File: config.mk
export PLATFORM = sky130hd
export DESIGN_NAME = mul_operand_sequencer
export DESIGN_NICKNAME = d
export VERILOG_FILES = /design/src/rtl/mul_pkg.sv /design/src/rtl/sync_fifo.sv /design/src/rtl/mul_operand_sequencer.sv
export SDC_FILE = /design/constraint.sdc
export NUM_CORES = 1
export LEC_CHECK = 0
export CORE_AREA = 2 2 123 125
export CTS_CLUSTER_DIAMETER = 150
export DETAILED_ROUTE_END_ITERATION = 10
export DIE_AREA = 0 0 125 127
export GPL_TIMING_DRIVEN = 0
export PLACE_DENSITY = 0.68
export SLEW_MARGIN = 30
export SYNTH_ARGS = -nofsm -noshare
export SYNTH_HDL_FRONTEND = slang
export SYNTH_SLANG_ARGS = --single-unit
export TNS_END_PERCENT = 100
File: constraint.sdc
create_clock -name clk -period 2.6 [get_ports clk]
set_clock_uncertainty 0.1 [all_clocks]
set_input_delay 0.52 -clock clk [delete_from_list [all_inputs] [get_ports clk]]
set_output_delay 0.52 -clock clk [all_outputs]
set_load 0.1 [all_outputs]
File: src/rtl/mul_pkg.sv
`default_nettype none
// ============================================================================
// Module   : mul_pkg
// Purpose  : Shared types for the repeated-addition multiplier operand
//            sequencer: sequencer states, operand-pair layout, default width.
// Revision : 1.0  initial release
// ============================================================================
package mul_pkg;

  // Default operand width; matches the multiplier data_in bus.
  localparam int MUL_DATA_W = 16;

  // Job sequencing states.
  typedef enum logic [2:0] {
    IDLE   = 3'd0,
    START  = 3'd1,
    LOAD_A = 3'd2,
    LOAD_B = 3'd3,
    WAIT   = 3'd4,
    DONE   = 3'd5,
    ABORT  = 3'd6
  } mul_state_e;

  // One queued job at the default width: multiplicand a, count operand b.
  typedef struct packed {
    logic [MUL_DATA_W-1:0] a;
    logic [MUL_DATA_W-1:0] b;
  } mul_pair_t;

endpackage
`default_nettype wire

File: src/rtl/sync_fifo.sv
`default_nettype none
// ============================================================================
// Module   : sync_fifo
// Purpose  : Single-clock FIFO with wrap-bit pointers and a registered head.
//            Pushes while full and pops while empty are ignored.
// Revision : 1.0  initial release
// ============================================================================
module sync_fifo #(
  parameter int WIDTH = 32,
  parameter int DEPTH = 4
) (
  input  logic             clk,
  input  logic             rst,
  input  logic             push,
  input  logic [WIDTH-1:0] wr_data,
  input  logic             pop,
  output logic [WIDTH-1:0] rd_data,
  output logic             full,
  output logic             empty
);

  localparam int AW = $clog2(DEPTH);
  localparam logic [AW:0] C_PTR_ONE = {{AW{1'b0}}, 1'b1};

  logic [AW:0]      wr_ptr_q, wr_ptr_d;
  logic [AW:0]      rd_ptr_q, rd_ptr_d;
  logic [WIDTH-1:0] mem_q [DEPTH];
  logic             push_ok;
  logic             pop_ok;

  // Full when the wrap bits differ but the index bits coincide.
  assign full    = (wr_ptr_q[AW] != rd_ptr_q[AW]) &&
                   (wr_ptr_q[AW-1:0] == rd_ptr_q[AW-1:0]);
  assign empty   = (wr_ptr_q == rd_ptr_q);
  assign push_ok = push && !full;
  assign pop_ok  = pop && !empty;
  assign rd_data = mem_q[rd_ptr_q[AW-1:0]];

  // Pointer advance for accepted push/pop.
  always_comb begin
    wr_ptr_d = wr_ptr_q;
    rd_ptr_d = rd_ptr_q;
    if (push_ok) wr_ptr_d = wr_ptr_q + C_PTR_ONE;
    if (pop_ok)  rd_ptr_d = rd_ptr_q + C_PTR_ONE;
  end

  // Pointer registers; reset empties the FIFO.
  always_ff @(posedge clk or posedge rst) begin
    if (rst) begin
      wr_ptr_q <= '0;
      rd_ptr_q <= '0;
    end else begin
      wr_ptr_q <= wr_ptr_d;
      rd_ptr_q <= rd_ptr_d;
    end
  end

  // Storage array; contents are don't-care until written, so no reset.
  always_ff @(posedge clk) begin
    if (push_ok) mem_q[wr_ptr_q[AW-1:0]] <= wr_data;
  end

endmodule
`default_nettype wire

File: src/rtl/mul_operand_sequencer.sv
`default_nettype none
// ============================================================================
// Module   : mul_operand_sequencer
// Purpose  : Buffers operand pairs and plays them into the repeated-addition
//            multiplier as start, A, B on a shared bus, then waits for the
//            done edge (or a timeout) before retiring the job.
// Revision : 1.0  initial release
// ============================================================================
module mul_operand_sequencer
  import mul_pkg::*;
#(
  parameter int DATA_W  = MUL_DATA_W,
  parameter int DEPTH   = 4,
  parameter int TIMEOUT = 1024
) (
  input  logic              clk,
  input  logic              rst,
  input  logic              in_valid,
  output logic              in_ready,
  input  logic [DATA_W-1:0] in_a,
  input  logic [DATA_W-1:0] in_b,
  output logic [DATA_W-1:0] mul_data,
  output logic              mul_start,
  input  logic              mul_done,
  output logic              busy,
  output logic [15:0]       jobs_done,
  output logic              timeout_err
);

  localparam int PAIR_W = 2 * DATA_W;
  localparam int CNT_W  = $clog2(TIMEOUT) + 1;
  localparam logic [CNT_W-1:0] C_TMO_LAST = CNT_W'(TIMEOUT - 1);
  localparam logic [CNT_W-1:0] C_CNT_ONE  = CNT_W'(1);

  typedef struct packed {
    logic [DATA_W-1:0] a;
    logic [DATA_W-1:0] b;
  } pair_t;

  mul_state_e        state_q, state_d;
  logic [CNT_W-1:0]  tmo_cnt_q, tmo_cnt_d;
  logic              done_q, done_d;
  logic              mul_start_q, mul_start_d;
  logic [DATA_W-1:0] mul_data_q, mul_data_d;
  logic [15:0]       jobs_done_q, jobs_done_d;
  logic              timeout_err_q, timeout_err_d;

  logic              fifo_push;
  logic              fifo_pop;
  logic              fifo_full;
  logic              fifo_empty;
  logic [PAIR_W-1:0] fifo_wr_data;
  logic [PAIR_W-1:0] fifo_rd_data;
  pair_t             wr_pair;
  pair_t             head;
  logic              done_rise;

  assign wr_pair      = '{a: in_a, b: in_b};
  assign fifo_wr_data = wr_pair;
  assign head         = pair_t'(fifo_rd_data);
  assign fifo_push    = in_valid && !fifo_full;
  assign done_rise    = mul_done && !done_q;

  sync_fifo #(
    .WIDTH (PAIR_W),
    .DEPTH (DEPTH)
  ) u_fifo (
    .clk     (clk),
    .rst     (rst),
    .push    (fifo_push),
    .wr_data (fifo_wr_data),
    .pop     (fifo_pop),
    .rd_data (fifo_rd_data),
    .full    (fifo_full),
    .empty   (fifo_empty)
  );

  // Job sequencing; the head entry stays in the FIFO until the job retires.
  // The timeout counter holds the number of cycles since START was entered,
  // so START seeds it with one.
  always_comb begin
    state_d   = state_q;
    tmo_cnt_d = tmo_cnt_q;
    fifo_pop  = 1'b0;
    case (state_q)
      IDLE: begin
        if (!fifo_empty) state_d = START;
      end
      START: begin
        tmo_cnt_d = C_CNT_ONE;
        state_d   = LOAD_A;
      end
      LOAD_A: begin
        tmo_cnt_d = tmo_cnt_q + C_CNT_ONE;
        state_d   = LOAD_B;
      end
      LOAD_B: begin
        tmo_cnt_d = tmo_cnt_q + C_CNT_ONE;
        state_d   = WAIT;
      end
      WAIT: begin
        // A done edge wins over a timeout landing on the same cycle.
        if (done_rise) begin
          state_d = DONE;
        end else if (tmo_cnt_q >= C_TMO_LAST) begin
          state_d = ABORT;
        end else begin
          tmo_cnt_d = tmo_cnt_q + C_CNT_ONE;
        end
      end
      DONE: begin
        fifo_pop = 1'b1;
        state_d  = IDLE;
      end
      ABORT: begin
        fifo_pop = 1'b1;
        state_d  = IDLE;
      end
      default: state_d = IDLE;
    endcase
  end

  // Bus outputs are decoded from the next state so the registered values
  // line up with the state they belong to.
  always_comb begin
    done_d        = mul_done;
    mul_start_d   = (state_d == START);
    mul_data_d    = '0;
    jobs_done_d   = jobs_done_q;
    timeout_err_d = timeout_err_q;
    case (state_d)
      LOAD_A:      mul_data_d = head.a;
      LOAD_B, WAIT: mul_data_d = head.b;
      default:     mul_data_d = '0;
    endcase
    if (state_q == DONE)  jobs_done_d   = jobs_done_q + 16'd1;
    if (state_q == ABORT) timeout_err_d = 1'b1;
  end

  // State and output registers; reset abandons any job in flight.
  always_ff @(posedge clk or posedge rst) begin
    if (rst) begin
      state_q       <= IDLE;
      tmo_cnt_q     <= '0;
      done_q        <= 1'b0;
      mul_start_q   <= 1'b0;
      mul_data_q    <= '0;
      jobs_done_q   <= '0;
      timeout_err_q <= 1'b0;
    end else begin
      state_q       <= state_d;
      tmo_cnt_q     <= tmo_cnt_d;
      done_q        <= done_d;
      mul_start_q   <= mul_start_d;
      mul_data_q    <= mul_data_d;
      jobs_done_q   <= jobs_done_d;
      timeout_err_q <= timeout_err_d;
    end
  end

  assign in_ready    = !fifo_full;
  assign busy        = (state_q != IDLE);
  assign mul_start   = mul_start_q;
  assign mul_data    = mul_data_q;
  assign jobs_done   = jobs_done_q;
  assign timeout_err = timeout_err_q;

endmodule
`default_nettype wire

Word level (Yosys, flattened, before mapping):

Memories as Yosys holds them, arrays and structs flattened.
Cells that the tools add are included.

* memories kept: 1
* output and inout port bits: 36
* memory bits (writable): 128
* bits of input ports: 36
* bits in registers: 55

* reduce and logical (&&, ||, !) cells: 15
* $lt $le $gt $ge: 1
* $add $sub $neg: 4
* equal/unequal tests: 15
* mux-type cells: 11

Memory list
* u_fifo.mem_q: depth 4, bits a word 32, read ports 1, clocked after Yosys merged registers in 0, write ports 1, RTL line sync_fifo.sv:27 `logic [WIDTH-1:0] mem_q [DEPTH];`

Operators by type and width (count)
* $pmux 11 s3: 1
* $pmux 16 s2: 1
* $mux 11: 2
* $add 16x1->16 const B: 1
* $pmux 3 s5: 1
* $eq 3x2->1 const B: 4
* $eq 3x3->1 const B: 4
* $add 11x1->11 const B: 1
* $ge 11x10->1 const B: 1
* $mux 3: 3
* $add 3x1->3 const B: 2
* $eq 3x1->1 const B: 2
* $reduce_bool 3->1: 2
* $reduce_or 2->1: 3
* $logic_and 1x1->1: 5
* $ne 2x2->1 const B: 2
* $eq 3x3->1: 1
* $logic_not 1->1: 3
* $logic_not 3->1: 1
* $mux 1: 3
* $reduce_and 3->1: 1
* $eq 2x2->1: 1
* $ne 1x1->1: 1

Longest topological paths before layout:

* depth after elaboration: 7
* mapped depth: 8

Cells and area by module:

Synthesis repeated with hierarchy kept, for this count alone.

* cell total of the unflattened synthesis: 404
* area total of the unflattened synthesis: 7313.3 um^2

Modules (own cells, without submodules)
* sync_fifo: cells an instance 217, times used 1, area each 5139.9 um^2
* mul_operand_sequencer: cells an instance 187, times used 1, area each 2173.3 um^2

Worst setup path before layout:

No wires, ideal clock.

* path kind: register to register
* start point: register u_fifo.rd_ptr_q[0]
* end point: register u_fifo.wr_ptr_q[2]
* path buffers: 1
* cell stages (with the launch flop): 6
* path slack: -0.477 ns
* clock period less this slack: 3.077 ns
* arrival time: 2.800 ns
* path through: dfrtp_1 > clkbuf_1 > xnor2_1 > nand3_1 > and3_1 > xor2_1

* word-level cells in the longest chain between the ends: 5

Ends and longest elaborated chain
* start, declared: RTL line sync_fifo.sv:26 `logic [AW:0] rd_ptr_q, rd_ptr_d;`
* start signal, assigned: RTL line sync_fifo.sv:54 `rd_ptr_q <= rd_ptr_d;`
* $eq 2x2->1 *: RTL line sync_fifo.sv:33 `(wr_ptr_q[AW-1:0] == rd_ptr_q[AW-1:0]);`
* $logic_and 1x1->1 *: RTL line sync_fifo.sv:32 `assign full = (wr_ptr_q[AW] != rd_ptr_q[AW]) &&`
* $logic_not 1->1 *
* net in_ready: RTL line mul_operand_sequencer.sv:19 `output logic in_ready,`
* $logic_and 1x1->1: RTL line mul_operand_sequencer.sv:61 `assign fifo_push = in_valid && !fifo_full;`
* $logic_and 1x1->1 *: RTL line sync_fifo.sv:35 `assign push_ok = push && !full;`
* end signal, assigned: RTL line sync_fifo.sv:53 `wr_ptr_q <= wr_ptr_d;`
* end, declared: RTL line sync_fifo.sv:25 `logic [AW:0] wr_ptr_q, wr_ptr_d;`

Mark *: on every way through the listed nets, which the timed path passes. The rest lies on a longest branch.
A chain may end at the register's enable or synchronous reset.

Worst setup path after layout:

* start point: register mul_data_q[9], in the netlist mul_data[9]
* end point: output port mul_data[9]

RTL lines
* start, declared: RTL line mul_operand_sequencer.sv:44 `logic [DATA_W-1:0] mul_data_q, mul_data_d;`
* start signal, assigned: RTL line mul_operand_sequencer.sv:155 `mul_data_q <= mul_data_d;`
* end, declared: RTL line mul_operand_sequencer.sv:22 `output logic [DATA_W-1:0] mul_data,`

No word-level cell between the ends.

==> run summary <==
The remaining design rule violation count came out at 0. The fraction of final layout cells sized beyond drive strength 1 is 17.4%. The worst setup path is of the reg -> out kind.

The total congestion overflow after global routing is 0. The critical path goes through clkdlybuf4s50_1. Summed over all cells, the static leakage comes to 0.00331 µW. The cell depth of the worst setup path came out at 1. The kind of cell with the highest combined delay along the critical path is buffers and inverters.

The capture instance of the worst register-to-register path is mul_data[4]. The library cell used most frequently in the layout, excluding fill and tap cells, is sky130_fd_sc_hd__edfxtp_1. The quantity of gates resized following cts is 21.

The number of antenna violations at the first check in global routing is 0. The most used flip-flop cell after synthesis is sky130_fd_sc_hd__edfxtp_1. Once placement finished, the instance area stood at 8220 µm².

The power density normalized to cell area came out at 1220 nW/µm². The CTS sink count is 183. The tree is rooted in a sky130_fd_sc_hd__clkbuf_16. The via count of the first global-routing pass came out at 3937. The total length of routed wires came out at 13.2 mm. The number of I/O pins is 72. In this run the worst path has a maximum fanout of 1. The number of placement rows is 44. When the netlist entered floorplanning its net count stood at 443. For this run, asynchronously set or reset flops after synthesis account for 30.1%. The area of the die came out at 15900 µm². The critical path starts at mul_data[9]. The mean cell area of the mapped netlist is 17.9 µm². At the worst endpoint, the required time is 1.98 ns.

Synthesis instantiated 42 different standard cells from the library. The final weighted congestion in routability-driven placement is 0.774. The post-placement setup slack came out at -0.212 ns. The final standard cell area without fillers is 8800 µm². The endpoint type of the worst setup path is an output port. The maximum clock path buffer count came out at 2. For the pin with the worst max-slew slack, the measured transition is 0.978 ns. The total of flip-flops plus latches after synthesis came out at 183. The final setup violation count came out at 0. On the worst path, the slowest cell contributes a delay of 1.15 ns. In this run the tool buffered the top-level ports with 71 buffer cells. The fill cell instance count of the final layout is 1082. The detailed placer's ending HPWL is 8.65 mm.

Setup repair after global routing left no endpoint under its margin. The net count reported at finish came out at 536. The number of max-cap violations came out at 0. The final number of hold-violating endpoints came to 0. The area added between synthesis and finish is 22.8%. The detailed-routing iteration count for the pre-antenna-repair pass is 4. The type of the most critical hold path is in -> async.

The fraction of the cycle the final worst path needs is 98.2%. The data arrival time of the critical path came out at 1.93 ns. The slowest stage of the critical path belongs to the cell sky130_fd_sc_hd__clkdlybuf4s50_1. The register-to-register path setup slack came out at 0.28 ns. The post-synthesis cell area came out at 7170 µm². The largest net degree at the start of global routing is 34.

The number of enable flip-flop cells after synthesis is 128. The Yosys step of the flow raised 0 warnings. The vias per cell is 5.47. The number of buffers inserted by post-CTS setup repair is 0. The initial core utilization is 49.7%. The die span in y is 127 µm. The shortest clock period the worst path allows after layout is 2.55 ns. The routed layout has 3774 vias. 0 antenna diodes ended up in the layout. The core box area came out at 14400 µm². The routed wirelength normalized by instance count is 19.1 µm.

The number of hold buffers added after cts came out at 0. The sequential share of the synthesized area is 72.8%. The startpoint identified for the worst register-to-register timing path is state_q[1]. The cell count after synthesis came out at 400. The overall global routing resource usage came out at 17.4%. The worst-case headroom to the max-slew limit came out at 34.6%.

The final setup slack of the worst path is 0.0480 ns. The total CTS buffers came out at 17. Across the VDD grid, the largest voltage drop is 591 µV. The run finished with clean final reports.

The CTS tree is yes. The startpoint type of the worst setup path is a register. In this run the worst setup path terminates at mul_data[9]. The count of final max-slew check failures is 0. The top cell types in the final layout, fill and taps aside, are 128 x sky130_fd_sc_hd__edfxtp_1, 55 x sky130_fd_sc_hd__dfrtp_1, 54 x sky130_fd_sc_hd__clkdlybuf4s50_1. The x dimension of the die came out at 125 µm. After the first detailed-routing iteration, the DRC count stood at 200.

The worst path buffer plus inverter count came out at 1. The source-to-sink clock delay at the later pin of the worst-skew pair came out at 0.42 ns. The maximum clock frequency came out at 0.392 GHz.

The number of H-tree levels is 4. The number of cells on the worst reg-to-reg path came out at 4. Clock-pin slew was measured on the worst setup and hold paths at 0.07 ns. The remaining antenna violation count is 0. The first global-routing pass estimated 20.9 mm of wire.
sequential cells by signal (all words and copies together), names as in the netlist:
| register | flops |
|---|---|
| u_fifo.mem_q | 128 |
| jobs_done | 16 |
| mul_data | 16 |
| tmo_cnt_q | 11 |
| state_q | 3 |
| u_fifo.rd_ptr_q | 3 |
| u_fifo.wr_ptr_q | 3 |
| done_q | 1 |
| mul_start | 1 |
| timeout_err | 1 |
synth_stat cells (all sizes together), types with 8 or more instances:
cell | count | area share, %
edfxtp | 128 | 54
dfrtp | 55 | 19
mux4 | 32 | 10
nand2 | 19 | 0.99
a22o | 17 | 2.1
xnor2 | 15 | 1.8
nor2 | 14 | 0.73
and3 | 10 | 0.87
clkbuf | 9 | 0.47
o21ai | 9 | 0.63
xor2 | 9 | 1.1
buf | 8 | 0.82
nand3 | 8 | 0.56
worst min path at each step:
stage	from	endpoint	slack, ns
floorplan	u_fifo.wr_ptr_q[2]	u_fifo.wr_ptr_q[2]	0.36
global placement	timeout_err	timeout_err	0.35
detailed placement	timeout_err	timeout_err	0.35
CTS	rst	jobs_done[0]	0.34
global route	rst	jobs_done[0]	0.35
finish	rst	jobs_done[0]	0.33
cells by family (layout without fill, tap and decap cells):
logic type | after synthesis | after routing | synth area share [%]
buf+inv | 23 | 129 | 1.61
flops | 183 | 183 | 72.8
simple gates | 84 | 84 | 6.28
mux | 34 | 34 | 10.3
xor+xnor | 24 | 24 | 2.93
fa+ha+maj | 7 | 7 | 1.22
compound gates | 45 | 45 | 4.80
final cells by class:
cell class                 instances  area (µm²)  area share [%]
inverter                           6        25.0           0.284
buffer                            16        88.8            1.01
multi-input combinational        194        1840            20.9
clock inverter                    13         169            1.92
timing repair buffer              75         795            9.02
sequential                       183        5220            59.3
tap                              184         230            2.61
clock buffer                      19         433            4.92
where the power goes:
part           switching [µW]  leakage [µW]  internal [µW]
logic                    2590       0.00113           1420
clock network            1060      0.000292           1520
registers                 294       0.00189           3880
routing by layer:
metal	up-vias	track usage (%)	part of all wire, %
met1	1916	21.8	43
li1	1749	-	-
met5	-	0	0
met2	98	30.0	51
met3	11	4.77	4.8
met4	0	5.23	1.1
metrics by stage:
step	instances	util, %	hold slack, ns	total power [µW]	setup TNS (ns)
6_report	690	61.0	0.330	10800	0
5_1_grt	690	61.0	0.350	11300	0
4_1_cts	690	61.0	0.336	10900	0
3_5_place_dp	659	57.0	0.354	8340	-0.298
3_3_place_gp	655	56.3	0.353	8200	-76.14
2_1_floorplan	400	-	0.361	7190	0
(Power assumes the default switching activity.)
==> RTL edit 1: new RTL, same settings <==
The package constant `MUL_DATA_W` goes from 16 to 18.
--- a/src/rtl/mul_pkg.sv
+++ b/src/rtl/mul_pkg.sv
@@ -8,7 +8,7 @@
 package mul_pkg;
 
   // Default operand width; matches the multiplier data_in bus.
-  localparam int MUL_DATA_W = 16;
+  localparam int MUL_DATA_W = 18;
 
   // Job sequencing states.
   typedef enum logic [2:0] {
Interface: changed (resized in_a, in_b and mul_data); port bits go from 72 to 78. No check against the original RTL was run, so the function may have changed too.
==> RTL edit 1 against the unedited design <==
Register-to-register slack worse by 0.10 ns; area after synthesis is 8.0% higher; critical endpoint unchanged; design area is 7.5% higher; sequential power up 9.6%; highest routed layer unchanged; sequential cell count rose by 18; routed wire length up 9.7%; global-route usage is 1.4 points higher; worst setup slack worse by 0.021 ns; power grew 8.8%; first-iteration DRC count grew 13%; combinational power is 5.5% higher; core utilization up 4.6 points.
==> RTL edit 1: results <==
group,metric,value,unit
run_status,status,"completed",
placement,io_buffers,77,
layout,buffer_area_share,9.03,%
layout,num-nonclk-buffers,93,
timing,slew_headroom,33.3,%
global_route,grt_use_total,18.8,%
global_route,grt_pass1_vias,4390,
critical_path,rr_startpoint,"u_fifo.rd_ptr_q[1]$_DFFE_PP0P_",
route,vias,4055,
layout,multi_input_area,0.00193,mm^2
layout,clk_share,7.22,%
layout,n_clock_buffer,29,
synthesis,synth_compound_area_share,3.88,%
critical_path,r2r-end,"mul_data[10]$_DFF_PP0_",
placement,postPlaceCellArea,0.00880,mm^2
route,drt-initial-drc-count,225,
clock_tree,insertion_delay,0.50,ns
critical_path,worst-r2r-setup-slack,0.18,ns
synthesis,syn-num-nets,465,
layout,fillers,1025,
layout,seq_share,60.8,%
critical_path,cpPeakStageDelay,1.13,ns
layout,multi_input_gates,198,
synthesis,synthMuxAreaShare,10.7,%
power,leakage,0.00359,uW
route,routed_wirelength,14500,um
layout,n_sequential_cell,201,
==> RTL edit 1: where the power goes <==
group	total, uW	internal, uW	switching (uW)
Combinational	4230	1430	2800
Sequential	4580	4280	293
Clock	2920	1740	1180
Total	11700	7450	4270
==> RTL edit 1: through the flow <==
stage | worst slack, ns | setup TNS [ns]
2_1_floorplan | 0.100 | 0
3_3_place_gp | -0.656 | -37.41
3_5_place_dp | -0.217 | -0.341
4_1_cts | 0.00301 | 0
5_1_grt | 0.000310 | 0
6_report | 0.0268 | 0
==> RTL edit 1: metal layers <==
layer	vias to the layer above	GRT usage, %	routed length [um]
met2	107	32.8	7330
met3	23	3.39	660
met4	0	5.03	235
met1	2073	25.0	6230
li1	1852	-	-
met5	-	0	0
==> RTL edit 1: what timing repair did <==
action                                  4_1_cts  5_1_grt
endpoints found under the setup margin       25        8
gates resized for setup                      34        8
hold endpoints to repair                      0        0
==> RTL edit 2: new RTL, same flow settings <==
Without the edit above. `mul_data_q` no longer has a reset.
--- a/src/rtl/mul_operand_sequencer.sv
+++ b/src/rtl/mul_operand_sequencer.sv
@@ -144,7 +144,6 @@
       tmo_cnt_q     <= '0;
       done_q        <= 1'b0;
       mul_start_q   <= 1'b0;
-      mul_data_q    <= '0;
       jobs_done_q   <= '0;
       timeout_err_q <= 1'b0;
     end else begin
@@ -152,10 +151,13 @@
       tmo_cnt_q     <= tmo_cnt_d;
       done_q        <= done_d;
       mul_start_q   <= mul_start_d;
-      mul_data_q    <= mul_data_d;
       jobs_done_q   <= jobs_done_d;
       timeout_err_q <= timeout_err_d;
     end
+  end
+
+  always_ff @(posedge clk) begin
+    mul_data_q <= mul_data_d;
   end
 
   assign in_ready    = !fifo_full;
Formal check against the unedited RTL: differs if rst is asserted again (counterexample within 4 cycles, from zero or initial values and one cycle with rst high); with rst held inactive, the same outputs for 10 cycles.
==> RTL edit 2 against the unedited design <==
Design area up 1.5%; sequential cell count unchanged; die area unchanged; area after synthesis up 2.0%; synthesized cell count up 6.3%; power up 5.0%; routed wire length up 0.43%; worst setup slack better by 0.029 ns; critical endpoint is now mul_data[10]; largest cell class unchanged; highest routed layer unchanged.
==> RTL edit 2: results <==
group,metric,value,unit
synthesis,syn-num-nets,468,
power,leakage,0.00338,uW
synthesis,synth_area_leaders,"edfxtp_1 (53%), dfrtp_1 (13%), mux4_2 (9.9%)",
placement,postPlaceCellArea,0.00839,mm^2
critical_path,rr_startpoint,"u_fifo.rd_ptr_q[1]$_DFFE_PP0P_",
layout,final_cells,718,
route,drt-initial-drc-count,247,
synthesis,yosys-top-cells-count,"edfxtp_1 (128), dfrtp_1 (39), mux4_2 (32)",
timing,layout_setup_ws,0.0770,ns
route,routed_wirelength,13200,um
synthesis,synthMuxAreaShare,10.7,%
timing,whs,0.361,ns
global_route,grt_pass1_vias,4051,
layout,nNetsFinal,563,
critical_path,crit_arrival,1.90,ns
placement,gp_congestion,0.768,
run_status,status,"completed",
layout,drive_gt1_share,21.0,%
critical_path,crit_start,"mul_data[10]$_DFF_P_",
placement,place_inst,685,
timing,slew_headroom,34.3,%
placement,dp_slack,-0.115,ns
power,max-vdd-ir-drop,0.000759,V
critical_path,r2r_cells,6,
synthesis,avgSynthCellArea,17.2,um^2
synthesis,synthAdderAreaFrac,1.20,%
synthesis,ys_seq_area_share,70.3,%
synthesis,synth_xor_area_share,3.87,%
global_route,grt_max_degree,24,
synthesis,synth.distinct_cells,51,
clock_tree,cts-resized-gates,22,
critical_path,r2r-end,"u_fifo.mem_q[3][29]$_DFFE_PP_",
synthesis,synth_compound_area_share,4.38,%
RTL edit 2: cell types whose count changed after synthesis, moves of 5 or more:
cell,delta
inv_1,+20
a22o_1,-17
dfrtp_1,-16
dfxtp_1,+16
nand2_1,+12
o21ai_2,+11
and3_1,-7
or3_1,-6
xnor2_1,+5
RTL edit 2: report_power, final:
group          total (uW)  leakage (uW)  switching (uW)  internal [uW]
combinational        4730       0.00129            3060           1660
clock                2400      0.000273            1120           1280
sequential           4190       0.00182             284           3900
total               11300       0.00338            4470           6840
RTL edit 2: final cells by class:
cell class                 count  area share (%)
tap                          184            2.58
multi-input combinational    201            22.2
inverter                      26            1.09
clock inverter                13            1.25
clock buffer                  19            4.96
timing repair buffer          76            9.27
buffer                        15            1.13
antenna                        1          0.0280
sequential                   183            57.5
RTL edit 2: routing by layer:
layer / routed length [um] / global-route usage, %
met1: 5820 / 22.8
met2: 6740 / 30.2
met3: 529 / 5.23
met4: 141 / 5.95
met5: 0 / 0
